**config.mk**
```make
export PLATFORM = sky130hd
export DESIGN_NAME = fetch_inst_queue
export DESIGN_NICKNAME = d
export VERILOG_FILES = /design/src/rtl/fetch_inst_queue_pkg.sv /design/src/rtl/fetch_inst_queue_ram.sv /design/src/rtl/fetch_inst_queue.sv
export SDC_FILE = /design/constraint.sdc
export NUM_CORES = 2
export LEC_CHECK = 0
export BUFFER_PORTS_ARGS = -buffer_cell sky130_fd_sc_hd__buf_4
export CORE_MARGIN = 1
export CORE_UTILIZATION = 62
export CTS_CLUSTER_SIZE = 24
export DETAILED_ROUTE_END_ITERATION = 12
export GPL_TIMING_DRIVEN = 0
export PLACE_DENSITY = 0.82
export SYNTH_ARGS = -nofsm -noshare
export SYNTH_HDL_FRONTEND = slang
export SYNTH_SLANG_ARGS = --single-unit
```
**constraint.sdc**
```tcl
create_clock -name iCLOCK -period 7.4 [get_ports iCLOCK]
set_clock_uncertainty 0.1 [all_clocks]
set_input_delay 0 -clock iCLOCK [delete_from_list [all_inputs] [get_ports iCLOCK]]
set_output_delay 0 -clock iCLOCK [all_outputs]
set_load 0.02 [all_outputs]
```
**src/rtl/fetch_inst_queue_pkg.sv**
```systemverilog
// Shared definitions for the fetch instruction queue: entry layout, fault bits,
// FSM encoding and the privileged opcodes that fault in user mode.
package fetch_inst_queue_pkg;

    localparam int unsigned ENTRY_W  = 68;
    localparam int unsigned OPCODE_W = 10;

    // Bit positions inside the 3-bit fault field of an entry
    localparam int unsigned FAULT_BIT_INVALID   = 0;
    localparam int unsigned FAULT_BIT_PRIVILEGE = 1;
    localparam int unsigned FAULT_BIT_PAGEFAULT = 2;

    // Privileged opcodes, matched against inst[30:21]
    localparam logic [OPCODE_W-1:0] FAULT_INSTRUCTION_SRTISR  = 10'h0a1;
    localparam logic [OPCODE_W-1:0] FAULT_INSTRUCTION_SRKPDTR = 10'h0a2;
    localparam logic [OPCODE_W-1:0] FAULT_INSTRUCTION_SRIEIW  = 10'h0a3;
    localparam logic [OPCODE_W-1:0] FAULT_INSTRUCTION_SRTISW  = 10'h0a4;
    localparam logic [OPCODE_W-1:0] FAULT_INSTRUCTION_SRKPDTW = 10'h0a5;
    localparam logic [OPCODE_W-1:0] FAULT_INSTRUCTION_SRMMUW  = 10'h0a6;
    localparam logic [OPCODE_W-1:0] FAULT_INSTRUCTION_HALT    = 10'h131;
    localparam logic [OPCODE_W-1:0] FAULT_INSTRUCTION_IDTS    = 10'h132;

    typedef struct packed {
        logic [2:0]  fault;
        logic        kernel;
        logic [31:0] inst;
        logic [31:0] pc;
    } queueEntry_t;

    typedef enum logic {
        STATE_RUN   = 1'b0,
        STATE_FENCE = 1'b1
    } queueState_t;

endpackage

```
**src/rtl/fetch_inst_queue_ram.sv**
```systemverilog
// Entry storage: synchronous write, asynchronous read at the head pointer.
module fetch_inst_queue_ram
    import fetch_inst_queue_pkg::*;
#(
    parameter int unsigned P_DEPTH   = 32,
    parameter int unsigned P_DEPTH_N = 5
) (
    input  logic                 iCLOCK,
    input  logic                 iWR_ENA,
    input  logic [P_DEPTH_N-1:0] iWR_ADDR,
    input  queueEntry_t          iWR_DATA,
    input  logic [P_DEPTH_N-1:0] iRD_ADDR,
    output queueEntry_t          oRD_DATA
);

    queueEntry_t mem [P_DEPTH];

    always_ff @(posedge iCLOCK) begin
        if (iWR_ENA) begin
            mem[iWR_ADDR] <= iWR_DATA;
        end
    end

    assign oRD_DATA = mem[iRD_ADDR];

endmodule

```
**src/rtl/fetch_inst_queue.sv**
```systemverilog
// Fetch-to-decode instruction queue: fault classification on entry, RAM plus
// a registered output stage with bypass, and a fetch fence after faults.
module fetch_inst_queue
    import fetch_inst_queue_pkg::*;
#(
    parameter int unsigned P_DEPTH       = 32,
    parameter int unsigned P_DEPTH_N     = 5,
    parameter int unsigned P_STOP_TH     = 27,
    parameter int unsigned P_FAULT_FENCE = 1
) (
    input  logic                 iCLOCK,
    input  logic                 inRESET,
    input  logic                 iFREE_REFRESH,
    input  logic                 iPREVIOUS_INST_VALID,
    input  logic                 iPREVIOUS_PAGEFAULT,
    input  logic [13:0]          iPREVIOUS_MMU_FLAGS,
    input  logic                 iPREVIOUS_PAGING_ENA,
    input  logic                 iPREVIOUS_KERNEL_ACCESS,
    input  logic [31:0]          iPREVIOUS_INST,
    input  logic [31:0]          iPREVIOUS_PC,
    output logic                 oPREVIOUS_FETCH_STOP,
    output logic                 oPREVIOUS_LOCK,
    output logic                 oNEXT_INST_VALID,
    output logic                 oNEXT_FAULT_PAGEFAULT,
    output logic                 oNEXT_FAULT_PRIVILEGE_ERROR,
    output logic                 oNEXT_FAULT_INVALID_INST,
    output logic [31:0]          oNEXT_INST,
    output logic [31:0]          oNEXT_PC,
    output logic                 oNEXT_KERNEL,
    input  logic                 iNEXT_LOCK,
    output logic [P_DEPTH_N:0]   oCOUNT
);

    localparam int unsigned CNT_W = P_DEPTH_N + 1;

    function automatic logic [2:0] calcFault(
        input logic                pageFault,
        input logic [5:0]          flags,
        input logic                paging,
        input logic                kernel,
        input logic [OPCODE_W-1:0] opcode
    );
        logic [2:0] f;
        logic       privInst;
        f = 3'b000;
        privInst = opcode inside {FAULT_INSTRUCTION_SRTISR, FAULT_INSTRUCTION_SRKPDTR,
                                  FAULT_INSTRUCTION_SRIEIW, FAULT_INSTRUCTION_SRTISW,
                                  FAULT_INSTRUCTION_SRKPDTW, FAULT_INSTRUCTION_SRMMUW,
                                  FAULT_INSTRUCTION_HALT, FAULT_INSTRUCTION_IDTS};
        if (pageFault || (paging && !flags[0])) begin
            f[FAULT_BIT_PAGEFAULT] = 1'b1;
        end else if (paging && !flags[3]) begin
            f[FAULT_BIT_INVALID] = 1'b1;
        end else if (paging && !kernel && (flags[5:4] == 2'b00)) begin
            f[FAULT_BIT_PRIVILEGE] = 1'b1;
        end else if (!kernel && privInst) begin
            f[FAULT_BIT_PRIVILEGE] = 1'b1;
        end
        return f;
    endfunction

    queueState_t          state;
    logic [CNT_W-1:0]     count;
    logic [P_DEPTH_N-1:0] wrPtr;
    logic [P_DEPTH_N-1:0] rdPtr;
    logic                 outValid;
    queueEntry_t          outEntry;
    queueEntry_t          newEntry;
    queueEntry_t          ramHead;

    logic full;
    logic ramEmpty;
    logic wrEn;
    logic consume;
    logic bypass;
    logic ramWrite;
    logic ramRead;
    logic unusedFlags;

    assign unusedFlags = ^iPREVIOUS_MMU_FLAGS[13:6];

    always_comb begin
        newEntry        = '0;
        newEntry.fault  = calcFault(iPREVIOUS_PAGEFAULT, iPREVIOUS_MMU_FLAGS[5:0],
                                    iPREVIOUS_PAGING_ENA, iPREVIOUS_KERNEL_ACCESS,
                                    iPREVIOUS_INST[30:21]);
        newEntry.kernel = iPREVIOUS_KERNEL_ACCESS;
        newEntry.inst   = iPREVIOUS_INST;
        newEntry.pc     = iPREVIOUS_PC;
    end

    // Handshake decode; lock depends only on registered state
    assign full           = (count == CNT_W'(P_DEPTH + 1));
    assign ramEmpty       = ((count - CNT_W'(outValid)) == '0);
    assign oPREVIOUS_LOCK = full || (state == STATE_FENCE);
    assign oPREVIOUS_FETCH_STOP = (count >= CNT_W'(P_STOP_TH)) || (state == STATE_FENCE);
    assign wrEn     = iPREVIOUS_INST_VALID && !oPREVIOUS_LOCK && !iFREE_REFRESH;
    assign consume  = outValid && !iNEXT_LOCK && !iFREE_REFRESH;
    assign bypass   = wrEn && ramEmpty && (!outValid || consume);
    assign ramWrite = wrEn && !bypass;
    assign ramRead  = consume && !ramEmpty;

    fetch_inst_queue_ram #(
        .P_DEPTH   (P_DEPTH),
        .P_DEPTH_N (P_DEPTH_N)
    ) u_ram (
        .iCLOCK   (iCLOCK),
        .iWR_ENA  (ramWrite),
        .iWR_ADDR (wrPtr),
        .iWR_DATA (newEntry),
        .iRD_ADDR (rdPtr),
        .oRD_DATA (ramHead)
    );

    always_ff @(posedge iCLOCK or negedge inRESET) begin
        if (!inRESET) begin
            state    <= STATE_RUN;
            count    <= '0;
            wrPtr    <= '0;
            rdPtr    <= '0;
            outValid <= 1'b0;
            outEntry <= '0;
        end else if (iFREE_REFRESH) begin
            state    <= STATE_RUN;
            count    <= '0;
            wrPtr    <= '0;
            rdPtr    <= '0;
            outValid <= 1'b0;
        end else begin
            count <= count + CNT_W'(wrEn) - CNT_W'(consume);
            if (ramWrite) begin
                wrPtr <= wrPtr + P_DEPTH_N'(1);
            end
            if (ramRead) begin
                rdPtr <= rdPtr + P_DEPTH_N'(1);
            end
            // Output stage: reload on consume, fill from bypass when idle
            if (consume) begin
                if (!ramEmpty) begin
                    outEntry <= ramHead;
                end else if (bypass) begin
                    outEntry <= newEntry;
                end else begin
                    outValid <= 1'b0;
                end
            end else if (bypass) begin
                outValid <= 1'b1;
                outEntry <= newEntry;
            end
            if ((state == STATE_RUN) && wrEn && (newEntry.fault != 3'b000)
                    && (P_FAULT_FENCE != 0)) begin
                state <= STATE_FENCE;
            end
        end
    end

    assign oNEXT_INST_VALID            = outValid;
    assign oNEXT_FAULT_PAGEFAULT       = outEntry.fault[FAULT_BIT_PAGEFAULT];
    assign oNEXT_FAULT_PRIVILEGE_ERROR = outEntry.fault[FAULT_BIT_PRIVILEGE];
    assign oNEXT_FAULT_INVALID_INST    = outEntry.fault[FAULT_BIT_INVALID];
    assign oNEXT_INST                  = outEntry.inst;
    assign oNEXT_PC                    = outEntry.pc;
    assign oNEXT_KERNEL                = outEntry.kernel;
    assign oCOUNT                      = count;

endmodule
```
==> reports/qor.txt <==
max-cap viol count -> 2
CTS Sinks -> 2262
R2R Path End -> u_ram.mem[31][34]
first-pass GRT wire length -> 358 mm
busiest layer in global routing -> met2
Yosys warning total -> 0
ANT nets after route -> 0
vias in the first global route -> 49300
I/O Buffers -> 152
met2 global-route usage -> 59.9%
failing checks -> capacitance limit, slew limit
routing usage on met1 -> 43.9%
clk slew on worst S/H paths -> 0.07 ns
reg2reg setup slack -> 1.87 ns
peak supply drop -> 0.250 mV
final WL -> 256 mm
Num CTS Buffers -> 210
crit path capture type -> flip-flop
Sum Neg Setup Slack -> 0 ns
post-route cell area -> 99500 um2
clk buf depth -> 3
Synth Area per Inst -> 21.9 um2
Area Growth Syn to Fin -> 16.4%
clk root buf -> clkbuf_16
Hold Violations, Final -> 0
cell row count -> 135
TritonRoute pass-1 iters -> 8
CP Cell Sequence -> inv_1 > ha_1 > and4b_1 > nor3b_1 > nand2b_1 > a21oi_1 > nand2_1 > nor2_4 > buf_12
largest net degree at the start of global routing -> 51
Final min period -> 5.53 ns
status -> finished with violations
Critical Path RT -> 7.81 ns
pwr dens -> 295 nW/um2
DR DRC count -> 0
most frequent cells in the layout -> edfxtp_1 (2176), mux4_2 (477), o22ai_1 (268)
reg2reg start -> oCOUNT[2]
placed inst area -> 91200 um2
H-tree levels -> 4
Worst path slowest cell -> nor2_4
Crit Path Class -> reg2reg
Tot GR Track Use -> 36.9%
Async SR Flop Fraction -> 3.80%
routed len/inst -> 39.4 um
DP Wirelength -> 140 mm
Post-Syn Area -> 85500 um2
crit start category -> flip-flop
Slew Viols, Final -> 17
most common cell after layout, fill and taps aside -> edfxtp_1
ratio of cells with drive above 1 in the final layout -> 24.3%
fin util -> 73.1%
Distinct cells, synth -> 47
Iter 0 DRT Violations -> 8387
worst path buffer plus inverter count -> 2
Mapped Nets -> 4008
Routability Congestion -> 0.809
CTS tree -> yes
Worst-Margin Slew -> 1.56 ns
fin crit share -> 74.8%
#FFs+latches synth -> 2262
die span in y -> 373 um
worst relative slew slack -> -3.73%
total die area -> 139000 um2
worst-skew pair later-pin latency -> 0.87 ns
GRT met3 Usage -> 9.42%
non-filler cells, final -> 6485
worst stage delay on the critical path -> 1.11 ns
CP delay by family, top -> simple AND/OR/NAND/NOR gates
GR Overflow Total -> 0
placed insts -> 5932
EDFF count, synth -> 2176
# IOs -> 163
Arrival @ worst endpoint -> 5.95 ns
setup bufs post-CTS -> 0
vias per inst -> 7.52
f_max -> 0.181 GHz
Leak Pwr -> 30.6 nW
setup violators final -> 0
Nets -> 4622
initial core utilization -> 62.8%
hold path startpoint -> iPREVIOUS_INST[0]
unrepaired setup endpoints after global routing -> no
core box area -> 136000 um2
cells on worst reg2reg path -> 9
Hold Crit Depth -> 2
Hold WC Path Type -> in2reg
main flop type after synthesis -> edfxtp_1
sequential area share after synthesis -> 78.9%
Hold Crit Endpoint -> u_ram.mem[5][32]
CTS resizes -> 0
Die X -> 373 um
CTS Hold Buffers Added -> 151
Gate Count Post-Synth -> 3900
vias -> 48800
initial antenna violation count -> 12
Worst Path Max Fanout -> 23
==> sequential cells by signal, summed over array words and instances, names as in the netlist <==
signal and count:
u_ram.mem 2176, oNEXT_INST 32, oNEXT_PC 32, oCOUNT 6, rdPtr 5, wrPtr 5
oNEXT_FAULT_INVALID_INST 1, oNEXT_FAULT_PAGEFAULT 1, oNEXT_FAULT_PRIVILEGE_ERROR 1, oNEXT_INST_VALID 1, oNEXT_KERNEL 1, state 1
==> worst reg2reg max path, stage by stage (launching register included) <==
cell and delay (ns):
dfrtp_1 0.52, inv_1 0.22, ha_1 0.31, and4b_1 0.22, nor3b_1 0.83, nand2b_1 0.37, a21oi_1 0.50, nand2_1 0.66
nor2_4 1.11, buf_12 0.32
==> worst max path at each step <==
| stage | start | end | slack (ns) | depth (start not counted) |
|---|---|---|---|---|
| final | oCOUNT[2] | u_ram.mem[31][34] | 1.87 | 9 |
| after global routing | oCOUNT[2] | u_ram.mem[31][33] | 1.93 | 9 |
| after CTS | oCOUNT[2] | u_ram.mem[31][34] | 2.34 | 9 |
| after detailed placement | oCOUNT[2] | u_ram.mem[31][17] | 2.38 | 9 |
| after global placement | oCOUNT[2] | u_ram.mem[19][10] | -2.22 | 8 |
| after floorplan | oCOUNT[2] | u_ram.mem[30][0] | 1.76 | 8 |
==> synthesized netlist by cell type, drive strengths merged, types with 2 or more instances <==
library cell     n  area (um2)
a211oi         134        1010
nand2b           5        31.3
a22oi           70         526
nor2           179         672
nand2           11        41.3
nand3b          10        75.1
buf             99         452
o21bai           2        15.0
nor2b            8        50.1
and3             2        12.5
or3              3        18.8
dfrtp           86        2150
clkbuf         127         478
a2111oi          2        36.3
mux4           477       10700
a21oi           12        60.1
o22ai          268        1680
nor3b            4        30.0
mux2             3        33.8
xnor2            6        52.6
edfxtp        2176       65300
ha              21         263
nand3            6        30.0
mux2i          136        1360
or3b             4        35.0
o21ai            8        40.0
inv             19        71.3
o31ai            3        22.5
nand4            4        25.0
==> power breakdown <==
| group | switching, W | total, W | internal [W] |
|---|---|---|---|
| Clock | 0.00489 | 0.0109 | 0.00606 |
| Combinational | 0.00229 | 0.00379 | 0.00149 |
| Sequential | 0.000222 | 0.0146 | 0.0144 |
==> cell type report <==
| class | count | area [um2] |
|---|---|---|
| clock buffer | 287 | 5770 |
| sequential | 2262 | 67500 |
| fill | 6904 | 36600 |
| clock inverter | 105 | 1010 |
| timing repair buffer | 402 | 4700 |
| multi-input combinational | 1393 | 17300 |
| tap | 1781 | 2230 |
| antenna | 10 | 25.0 |
| inverter | 19 | 71.3 |
| buffer | 226 | 942 |
==> stage by stage <==
step / setup WS, ns / power (W) / hold WS (ns)
floorplan: 1.76 / 0.0169 / -0.396
global placement: -2.22 / 0.0181 / 0.269
detailed placement: 2.38 / 0.0183 / -0.149
CTS: 2.34 / 0.0291 / 0.00116
global route: 1.93 / 0.0299 / 0.0356
finish: 1.87 / 0.0293 / 0.0280
==> cells by family (layout without fill, tap and decap cells) <==
logic type | after synthesis | after routing | synth area share [%]
flip-flops | 2262 | 2262 | 78.9
multiplexers | 616 | 616 | 14.2
AO/OA/AOI/OAI | 504 | 504 | 4.01
buffers and inverters | 245 | 1039 | 1.17
AND/OR/NAND/NOR | 244 | 244 | 1.27
adder cells (fa/ha/maj) | 22 | 22 | 0.331
XOR/XNOR | 7 | 7 | 0.0717
other | 0 | 10 | 0
==> metal layers <==
layer	up-vias	part of all wire, %
met3	1253	13
met5	-	0.031
li1	17800	-
met4	14	8.2
met2	5239	49
met1	24500	31
Power figures use the tool's default switching activity.
